$ cat config.mk
export PLATFORM = sky130hd
export DESIGN_NAME = popcount_sched_flat
export DESIGN_NICKNAME = d
export VERILOG_FILES = /design/src/rtl/popcount_sched_pkg.sv /design/src/rtl/popcount_sched_if.sv /design/src/rtl/popcount_sched_counter.sv /design/src/rtl/popcount_sched.sv /design/src/flat_wrapper.sv
export SDC_FILE = /design/constraint.sdc
export NUM_CORES = 1
export LEC_CHECK = 0
export ABC_CLOCK_PERIOD_IN_PS = 12390
export CORE_UTILIZATION = 49
export DETAILED_ROUTE_END_ITERATION = 8
export GPL_TIMING_DRIVEN = 0
export HOLD_SLACK_MARGIN = 0.05
export PLACE_DENSITY_LB_ADDON = 0.12
export SYNTH_ARGS = -nofsm -noshare
export SYNTH_HDL_FRONTEND = slang
export SYNTH_SLANG_ARGS = --single-unit
$ cat constraint.sdc
create_clock -name clock -period 12.39 [get_ports clock]
set_input_delay 1.8585 -clock clock [delete_from_list [all_inputs] [get_ports clock]]
set_output_delay 1.8585 -clock clock [all_outputs]
set_load 0.05 [all_outputs]
$ cat src/rtl/popcount_sched_pkg.sv
// popcount_sched_pkg: shared widths and FSM encoding for the shared bitcount scheduler.
package popcount_sched_pkg;

    localparam int DATA_W = 36;
    localparam int CNT_W  = 6;
    localparam int NREQ   = 2;

    typedef enum logic [1:0] {
        IDLE  = 2'd0,
        RUN   = 2'd1,
        DRAIN = 2'd2,
        DONE  = 2'd3
    } state_t;

endpackage

$ cat src/rtl/popcount_sched_if.sv
// popcount_sched_if: requester beat streams and result channel of the shared bitcount unit.
interface popcount_sched_if
    import popcount_sched_pkg::*;
#(
    parameter int ACC_W = 12
);

    logic [NREQ-1:0]        req_valid;
    logic [NREQ*DATA_W-1:0] req_data;
    logic [NREQ-1:0]        req_last;
    logic [NREQ-1:0]        req_ready;
    logic                   res_valid;
    logic                   res_ready;
    logic [ACC_W-1:0]       res_count;
    logic                   res_id;
    logic                   res_sat;
    logic                   busy;

    modport master (
        output req_valid, req_data, req_last, res_ready,
        input  req_ready, res_valid, res_count, res_id, res_sat, busy
    );

    modport slave (
        input  req_valid, req_data, req_last, res_ready,
        output req_ready, res_valid, res_count, res_id, res_sat, busy
    );

endinterface

$ cat src/rtl/popcount_sched_counter.sv
// popcount_sched_counter: combinational set-bit count of one 36-bit beat.
module popcount_sched_counter
    import popcount_sched_pkg::*;
(
    input  logic [DATA_W-1:0] data,
    output logic [CNT_W-1:0]  count
);

    always_comb begin
        count = '0;
        for (int i = 0; i < DATA_W; i++)
            count = count + CNT_W'(data[i]);
    end

endmodule

$ cat src/rtl/popcount_sched.sv
// popcount_sched: round-robin share of one bitcount datapath between two beat streams,
// accumulating a saturating per-job total returned with the owning requester id.
module popcount_sched
    import popcount_sched_pkg::*;
#(
    parameter int ACC_W = 12,
    parameter int CNT_W = popcount_sched_pkg::CNT_W
) (
    input logic             clock,
    input logic             resetn,
    popcount_sched_if.slave bus
);

    state_t           state_q, state_d;
    logic             rr_q, rr_d;
    logic             owner_q, owner_d;
    logic             cnt_v_q, cnt_v_d;
    logic             sat_q, sat_d;
    logic [CNT_W-1:0] cnt_q, cnt_d;
    logic [ACC_W-1:0] acc_q, acc_d;

    logic [DATA_W-1:0] beat;
    logic [CNT_W-1:0]  beat_cnt;
    logic [ACC_W:0]    sum;
    logic              accept;

    assign beat   = owner_q ? bus.req_data[2*DATA_W-1:DATA_W] : bus.req_data[DATA_W-1:0];
    assign accept = (state_q == RUN) && bus.req_valid[owner_q];
    // One extra bit so the carry out of the add flags saturation.
    assign sum    = {1'b0, acc_q} + (ACC_W+1)'(cnt_q);

    popcount_sched_counter u_counter (
        .data  (beat),
        .count (beat_cnt)
    );

    always_comb begin
        state_d = state_q;
        rr_d    = rr_q;
        owner_d = owner_q;
        cnt_d   = accept ? beat_cnt : cnt_q;
        cnt_v_d = accept;
        acc_d   = cnt_v_q ? (sum[ACC_W] ? '1 : sum[ACC_W-1:0]) : acc_q;
        sat_d   = sat_q | (cnt_v_q & sum[ACC_W]);
        case (state_q)
            IDLE: begin
                if (|bus.req_valid) begin
                    owner_d = (&bus.req_valid) ? rr_q : bus.req_valid[1];
                    acc_d   = '0;
                    sat_d   = 1'b0;
                    state_d = RUN;
                end
            end
            RUN:     state_d = (accept && bus.req_last[owner_q]) ? DRAIN : RUN;
            DRAIN:   state_d = DONE;
            DONE: begin
                if (bus.res_ready) begin
                    rr_d    = ~owner_q;
                    state_d = IDLE;
                end
            end
            default: state_d = IDLE;
        endcase
    end

    always_ff @(posedge clock or negedge resetn) begin
        if (!resetn) begin
            state_q <= IDLE;
            rr_q    <= 1'b0;
            owner_q <= 1'b0;
            cnt_v_q <= 1'b0;
            sat_q   <= 1'b0;
            cnt_q   <= '0;
            acc_q   <= '0;
        end else begin
            state_q <= state_d;
            rr_q    <= rr_d;
            owner_q <= owner_d;
            cnt_v_q <= cnt_v_d;
            sat_q   <= sat_d;
            cnt_q   <= cnt_d;
            acc_q   <= acc_d;
        end
    end

    assign bus.req_ready = (state_q == RUN) ? (owner_q ? 2'b10 : 2'b01) : 2'b00;
    assign bus.res_valid = (state_q == DONE);
    assign bus.res_count = acc_q;
    assign bus.res_id    = owner_q;
    assign bus.res_sat   = sat_q;
    assign bus.busy      = (state_q != IDLE);

endmodule

$ cat src/flat_wrapper.sv
// flat-port wrapper written by rule: the top's interface ports become plain ports
module popcount_sched_flat import popcount_sched_pkg::*;
#(
    parameter int ACC_W = 12,
    parameter int CNT_W = popcount_sched_pkg::CNT_W
)
  (clock, resetn, bus_req_valid, bus_req_data, bus_req_last, bus_res_ready, bus_req_ready, bus_res_valid, bus_res_count, bus_res_id, bus_res_sat, bus_busy);
  popcount_sched_if #(.ACC_W(ACC_W)) bus_i ();
  input logic clock;
  input logic resetn;
  input wire logic [$bits(bus_i.req_valid)-1:0] bus_req_valid;
  input wire logic [$bits(bus_i.req_data)-1:0] bus_req_data;
  input wire logic [$bits(bus_i.req_last)-1:0] bus_req_last;
  input wire logic [$bits(bus_i.res_ready)-1:0] bus_res_ready;
  output wire logic [$bits(bus_i.req_ready)-1:0] bus_req_ready;
  output wire logic [$bits(bus_i.res_valid)-1:0] bus_res_valid;
  output wire logic [$bits(bus_i.res_count)-1:0] bus_res_count;
  output wire logic [$bits(bus_i.res_id)-1:0] bus_res_id;
  output wire logic [$bits(bus_i.res_sat)-1:0] bus_res_sat;
  output wire logic [$bits(bus_i.busy)-1:0] bus_busy;
  assign bus_i.req_valid = bus_req_valid;
  assign bus_i.req_data = bus_req_data;
  assign bus_i.req_last = bus_req_last;
  assign bus_i.res_ready = bus_res_ready;
  assign bus_req_ready = bus_i.req_ready;
  assign bus_res_valid = bus_i.res_valid;
  assign bus_res_count = bus_i.res_count;
  assign bus_res_id = bus_i.res_id;
  assign bus_res_sat = bus_i.res_sat;
  assign bus_busy = bus_i.busy;
  popcount_sched #(.ACC_W(ACC_W), .CNT_W(CNT_W)) u_core (.clock(clock), .resetn(resetn), .bus(bus_i));
endmodule
==> run metrics, run 1 <==
status=finished, final reports clean; Tcrit/Tclk final=0.552; Final GP Congestion=0.840; fin. max-slew vios=0; CTS buffer count=3; Residual DRC=0; post-synthesis cell type count=37; initial antenna violation count=0; Syn Nets=roughly 360; top cell type's share of synthesized area=0.232; port bufs=96; Filler cells=between 300 and 400; kind of critical path=in2reg; number of synthesized flops with an enable pin=0; most frequent cell after synthesis=inv_1; Routed WL per cell=13.1 um; RSZ-0062 raised after global routing=no; CTS tree=yes; n_diodes=0; CP Capture Type=register; starting DRC count in detailed routing=41; Setup Skew=0.00904 ns; top cells by area, synth=dfrtp_1, fa_1, mux2_2, ha_1, inv_1; Synth Instances=240; DIE HEIGHT=74.7 um; ys async rst share=1.00; first-pass GRT wire length=between 8000 and 9000 um; Post-Route Setup TNS=0 ns; final setup slack of the worst path=5.55 ns; fmax=146 MHz; Worst Setup Start Kind=input port; CTS sink cnt=24; via count=2,088; total die area=5580 sq um; post-route design area=3710 sq um; Setup WS pre-CTS=5.23 ns; Post-Syn Area per Cell=~11 sq um; CP arrival=6.99 ns; Pre-antenna DRT Iters=4; mapped cell area=2590 sq um; Seq/Total Area, Yosys=0.232; placed instance area=3640 sq um; Post-CTS Hold Buffers=0; Layout Area Growth over Synthesis=43.2%; Nets=463; area taken by multi-input logic gates=1840 sq um; vias per std cell=5.09; min cycle time layout=6.84 ns; largest area contributor in the netlist=dfrtp_1; largest net degree at the start of global routing=25; crit path from=bus_req_data[65]; vias in the first global route=2,144; Critical Path RT=12.54 ns; Core Footprint=5110 sq um; Synth Flop Type=dfrtp_1; Antenna Nets Post-Route=0; Worst Hold Launch=u_core.rr_q; Clock transition at path regs=0.09 ns; GR Overflow Total=0; relative slew slack=0.291; Post-synth top cells=inv_1, fa_1, mux2_2, dfrtp_1; HPWL after detailed placement=between 4000 and 5000 um; # IOs=97; starting density of the core=0.507; post-CTS setup buffer count=0; gr usage total=0.208; CP Max Fanout=2; layout cells sized above 1=0.171; clk buf depth=2; die width=around 75 um; Max Cap Violations=0; final setup fails=0; Worst-Skew Late Latency=0.27 ns; r2r startpoint=u_core.bus.res_id; Post-Route WL=around 5400 um; FP Rows=26; sequential cell area=601 sq um; Hold/Removal Path Class=reg2reg; clk root buf=clkbuf_8; worst-margin pin slew=1.06 ns; htree depth=1; Ys Warns=0; register bit total from synthesis=24; Fin. Hold Viols=0; Post-CTS Resized=0
-- path summary, 6_finish.rpt --
kind | cells after the start | endpoint | slack [ns]
worst min register to register | 2 | u_core.rr_q | 0.49
worst min-delay path | 2 | u_core.rr_q | 0.49
worst max register to register | 19 | u_core.cnt_q[4] | 6.59
max in group asynchronous | 1 | u_core.cnt_q[3] | 9.58
worst max-delay path | 18 | u_core.cnt_q[4] | 5.55
min in group asynchronous | 1 | u_core.bus.res_count[6] | 2.16
-- critical path, stage by stage --
cell and delay [ns]:
clkdlybuf4s50_1 0.39, mux2_2 0.28, fa_1 0.51, fa_1 0.52, inv_1 0.05, fa_1 0.53
inv_1 0.06, fa_1 0.48, fa_1 0.49, inv_1 0.05, fa_1 0.53, inv_1 0.04
ha_1 0.22, fa_1 0.40, a21o_1 0.19, a21oi_1 0.17, xnor2_1 0.14, a21oi_1 0.08
-- cells by family after synthesis --
family	count (synthesis)	share of synthesized area
buf+inv	39	0.0594
mux	40	0.170
fa+ha+maj	43	0.292
compound gates	50	0.141
flops	24	0.232
xor+xnor	10	0.0338
simple gates	34	0.0725
-- per-stage QoR --
| stage | utilization | instances | hold slack, ns |
|---|---|---|---|
| 2_1_floorplan | - | 240 | 0.450 |
| 3_3_place_gp | 0.712 | 406 | 0.466 |
| 3_5_place_dp | 0.712 | 406 | 0.473 |
| 4_1_cts | 0.726 | 410 | 0.493 |
| 5_1_grt | 0.726 | 410 | 0.519 |
| 6_report | 0.726 | 410 | 0.488 |
-- layout by cell type (no fill, tap or decap), types with 2 or more instances in the layout --
| master | count |
|---|---|
| buf_2 | 6 |
| mux2_2 | 29 |
| nor2_1 | 10 |
| mux2i_1 | 10 |
| xnor2_1 | 5 |
| a21oi_2 | 8 |
| clkdlybuf4s50_1 | 96 |
| a31oi_1 | 2 |
| ha_1 | 14 |
| inv_1 | 33 |
| a21oi_1 | 14 |
| o21ai_0 | 12 |
| dfrtp_1 | 24 |
| nand4_1 | 3 |
| a21o_1 | 4 |
| clkbuf_8 | 3 |
| nand2b_1 | 2 |
| a211oi_1 | 2 |
| xor2_1 | 5 |
| nand2_1 | 9 |
| and3_1 | 2 |
| fa_1 | 29 |
-- layout make-up --
| class | count | area share |
|---|---|---|
| buffer | 6 | 0.00809 |
| clock buffer | 3 | 0.0111 |
| clock inverter | 1 | 0.00809 |
| inverter | 33 | 0.0334 |
| multi-input combinational | 177 | 0.495 |
| sequential | 24 | 0.162 |
| tap | 70 | 0.0236 |
| timing repair buffer | 96 | 0.259 |
-- layer usage --
layer | track usage | share of wire
met1 | 0.244 | 0.39
met3 | 0.0241 | 0.044
met5 | 0 | 0
met4 | 0.0524 | 0.012
met2 | 0.400 | 0.55
-- sequential cells by signal (all words and copies together), names as in the netlist, named ones only --
signal	flops
u_core.bus.res_count	12
u_core.rr_q	1
u_core.state_q	1
u_core.bus.res_id	1
u_core.bus.res_sat	1
u_core.cnt_q	6
u_core.cnt_v_q	1
Power of run 1 is left out: the tool's default activity adds up to more than one toggle a clock period on the data nets, which glitch-free logic cannot reach.
==> inputs of run 2 (changes only) <==
ABC_CLOCK_PERIOD_IN_PS = 5500   (was 12390)
CORE_UTILIZATION = 41   (was 49)
clock period = 5.5 ns   (was 12.39 ns; I/O delays follow)
==> run metrics, run 2 (synthesis results as in run 1) <==
min cycle time layout=5.38 ns; largest net degree at the start of global routing=25 (unchanged); Layout Area Growth over Synthesis=55.7%; starting DRC count in detailed routing=83 (+100%); FP Rows=28 (+7.7%); Pre-antenna DRT Iters=4 (unchanged); CP Max Fanout=2 (unchanged); Tcrit/Tclk final=0.979; Setup WS pre-CTS=-0.574 ns (-5.80 ns); Setup Skew=0.00628 ns (-0.00277 ns); final setup fails=0 (unchanged); hold slack=0.512 ns (+0.0240 ns); placed instance area=3690 sq um (+1.3%); Clock transition at path regs=0.09 ns (about the same); fin. max-slew vios=0 (unchanged); CP arrival=5.54 ns (-1.45 ns); Core Footprint=5990 sq um (+17%); Worst Setup Start Kind=input port; clk buf depth=2 (unchanged); post-route design area=4030 sq um (+8.7%); Filler cells=493 (+26%); Max Cap Violations=0 (unchanged); Hold/Removal Path Class=reg2reg; status=finished, final reports clean; Post-CTS Hold Buffers=0 (unchanged); layout cells sized above 1=0.244 (+0.0738); n_diodes=0 (unchanged); clk root buf=clkbuf_8; initial antenna violation count=0 (unchanged); worst-margin pin slew=1.07 ns (+0.0116 ns); port bufs=96 (unchanged); gr busiest metal=met2; Fin. Hold Viols=0 (unchanged); die width=81.5 um (+9.1%); GR Overflow Total=0 (unchanged); Residual DRC=0 (unchanged); fmax=186 MHz; vias in the first global route=2,194 (+2.3%); # IOs=97 (unchanged); relative slew slack=0.283 (-0.00776); Antenna Nets Post-Route=0 (unchanged); vias per std cell=4.87 (-4.4%); Worst-Skew Late Latency=0.27 ns (about the same); commonest non-fill, non-tap cell in the layout=clkdlybuf4s50_1; total die area=6640 sq um (+19%); CTS buffer count=3 (unchanged); most frequent cells in the layout=clkdlybuf4s50_1, inv_1, fa_1, dfrtp_1, dlymetal6s2s_1; max reg flops=12 (unchanged); Critical Path RT=5.65 ns (-6.89 ns); DIE HEIGHT=81.5 um (+9.1%); starting density of the core=0.432 (-0.0748); Routed WL per cell=14.0 um (+6.6%); CTS sink cnt=24 (unchanged); HPWL after detailed placement=4670 um (+0.94%); Nets=479 (+3.5%); GR Layer Usage met3=0.0344 (+0.0103); final setup slack of the worst path=0.115 ns (-5.44 ns); Finished Core Util=0.673 (-0.0532); Final GP Congestion=0.830 (-1.3%); RSZ-0062 raised after global routing=yes; kind of critical path=in2reg; first-pass GRT wire length=9870 um (+11%); CTS tree=yes; via count=2,099 (+0.53%); GRT met2 Usage=0.323 (-0.0779); met1 Usage GRT=0.271 (+0.0270); Post-Route WL=6030 um (+12%); gr usage total=0.193 (-0.0156); htree depth=1 (unchanged); CP Capture Type=register
run 2: cell count changes in the layout (fill, tap and decap cells not counted), sizes merged:
| cell | change |
|---|---|
| buf | +14 |
| clkbuf | +2 |
| clkdlybuf4s15 | +5 |
| clkdlybuf4s50 | -31 |
| dlygate4sd2 | +7 |
| dlymetal6s2s | +19 |
run 2: routing by layer:
| metal | routed length, um | part of all wire | up-vias |
|---|---|---|---|
| met5 | 0 | 0 | - |
| met4 | 14 | 0.0023 | 0 |
| met3 | 309 | 0.051 | 2 |
| li1 | - | - | 1050 |
| met2 | 2830 | 0.47 | 49 |
| met1 | 2880 | 0.48 | 998 |
run 2: cell type report:
class                      instances  area, sq um  area share
multi-input combinational        177         1920       0.475
timing repair buffer             112         1140       0.282
sequential                        24          602       0.149
inverter                          33          124      0.0307
tap                               75         93.8      0.0233
buffer                             6         87.6      0.0217
clock buffer                       3         41.3      0.0102
clock inverter                     1         30.0     0.00745
run 2: worst max-delay path, stage by stage:
cell	delay (ns)
clkdlybuf4s50_1	0.40
mux2_4	0.27
fa_1	0.52
fa_1	0.43
fa_1	0.52
fa_1	0.43
fa_1	0.51
inv_2	0.04
fa_1	0.51
inv_2	0.05
ha_4	0.16
fa_2	0.36
a21o_1	0.17
a21oi_2	0.13
xnor2_1	0.13
a21oi_1	0.09
run 2: worst paths after layout:
kind                                        start                 endpoint  slack [ns]  depth (start not counted)
worst max-delay path             bus_req_data[49]          u_core.cnt_q[4]        0.12                         16
worst min-delay path                  u_core.rr_q              u_core.rr_q        0.51                          2
worst max register to register  u_core.bus.res_id          u_core.cnt_q[4]        0.14                         19
worst min register to register        u_core.rr_q              u_core.rr_q        0.51                          2
max in group asynchronous                  resetn        u_core.bus.res_id        3.65                          1
min in group asynchronous                  resetn  u_core.bus.res_count[6]        1.13                          1
run 2: what timing repair did:
item                                    4_1_cts  5_1_grt
buffers inserted                              0       15
cloned                                        0        1
endpoints found under the hold margin         0        0
endpoints found under the setup margin        3        3
gates resized for setup                      19       47
pin swaps                                    20       24
run 2: per-stage QoR:
| stage | setup TNS [ns] | std cells |
|---|---|---|
| after floorplan | 0 | 240 |
| after global placement | -1.67 | 411 |
| after detailed placement | -1.88 | 411 |
| after CTS | -0.0137 | 415 |
| after global routing | -0.0569 | 431 |
| final | 0 | 431 |
Power of run 2 is left out for the same reason.
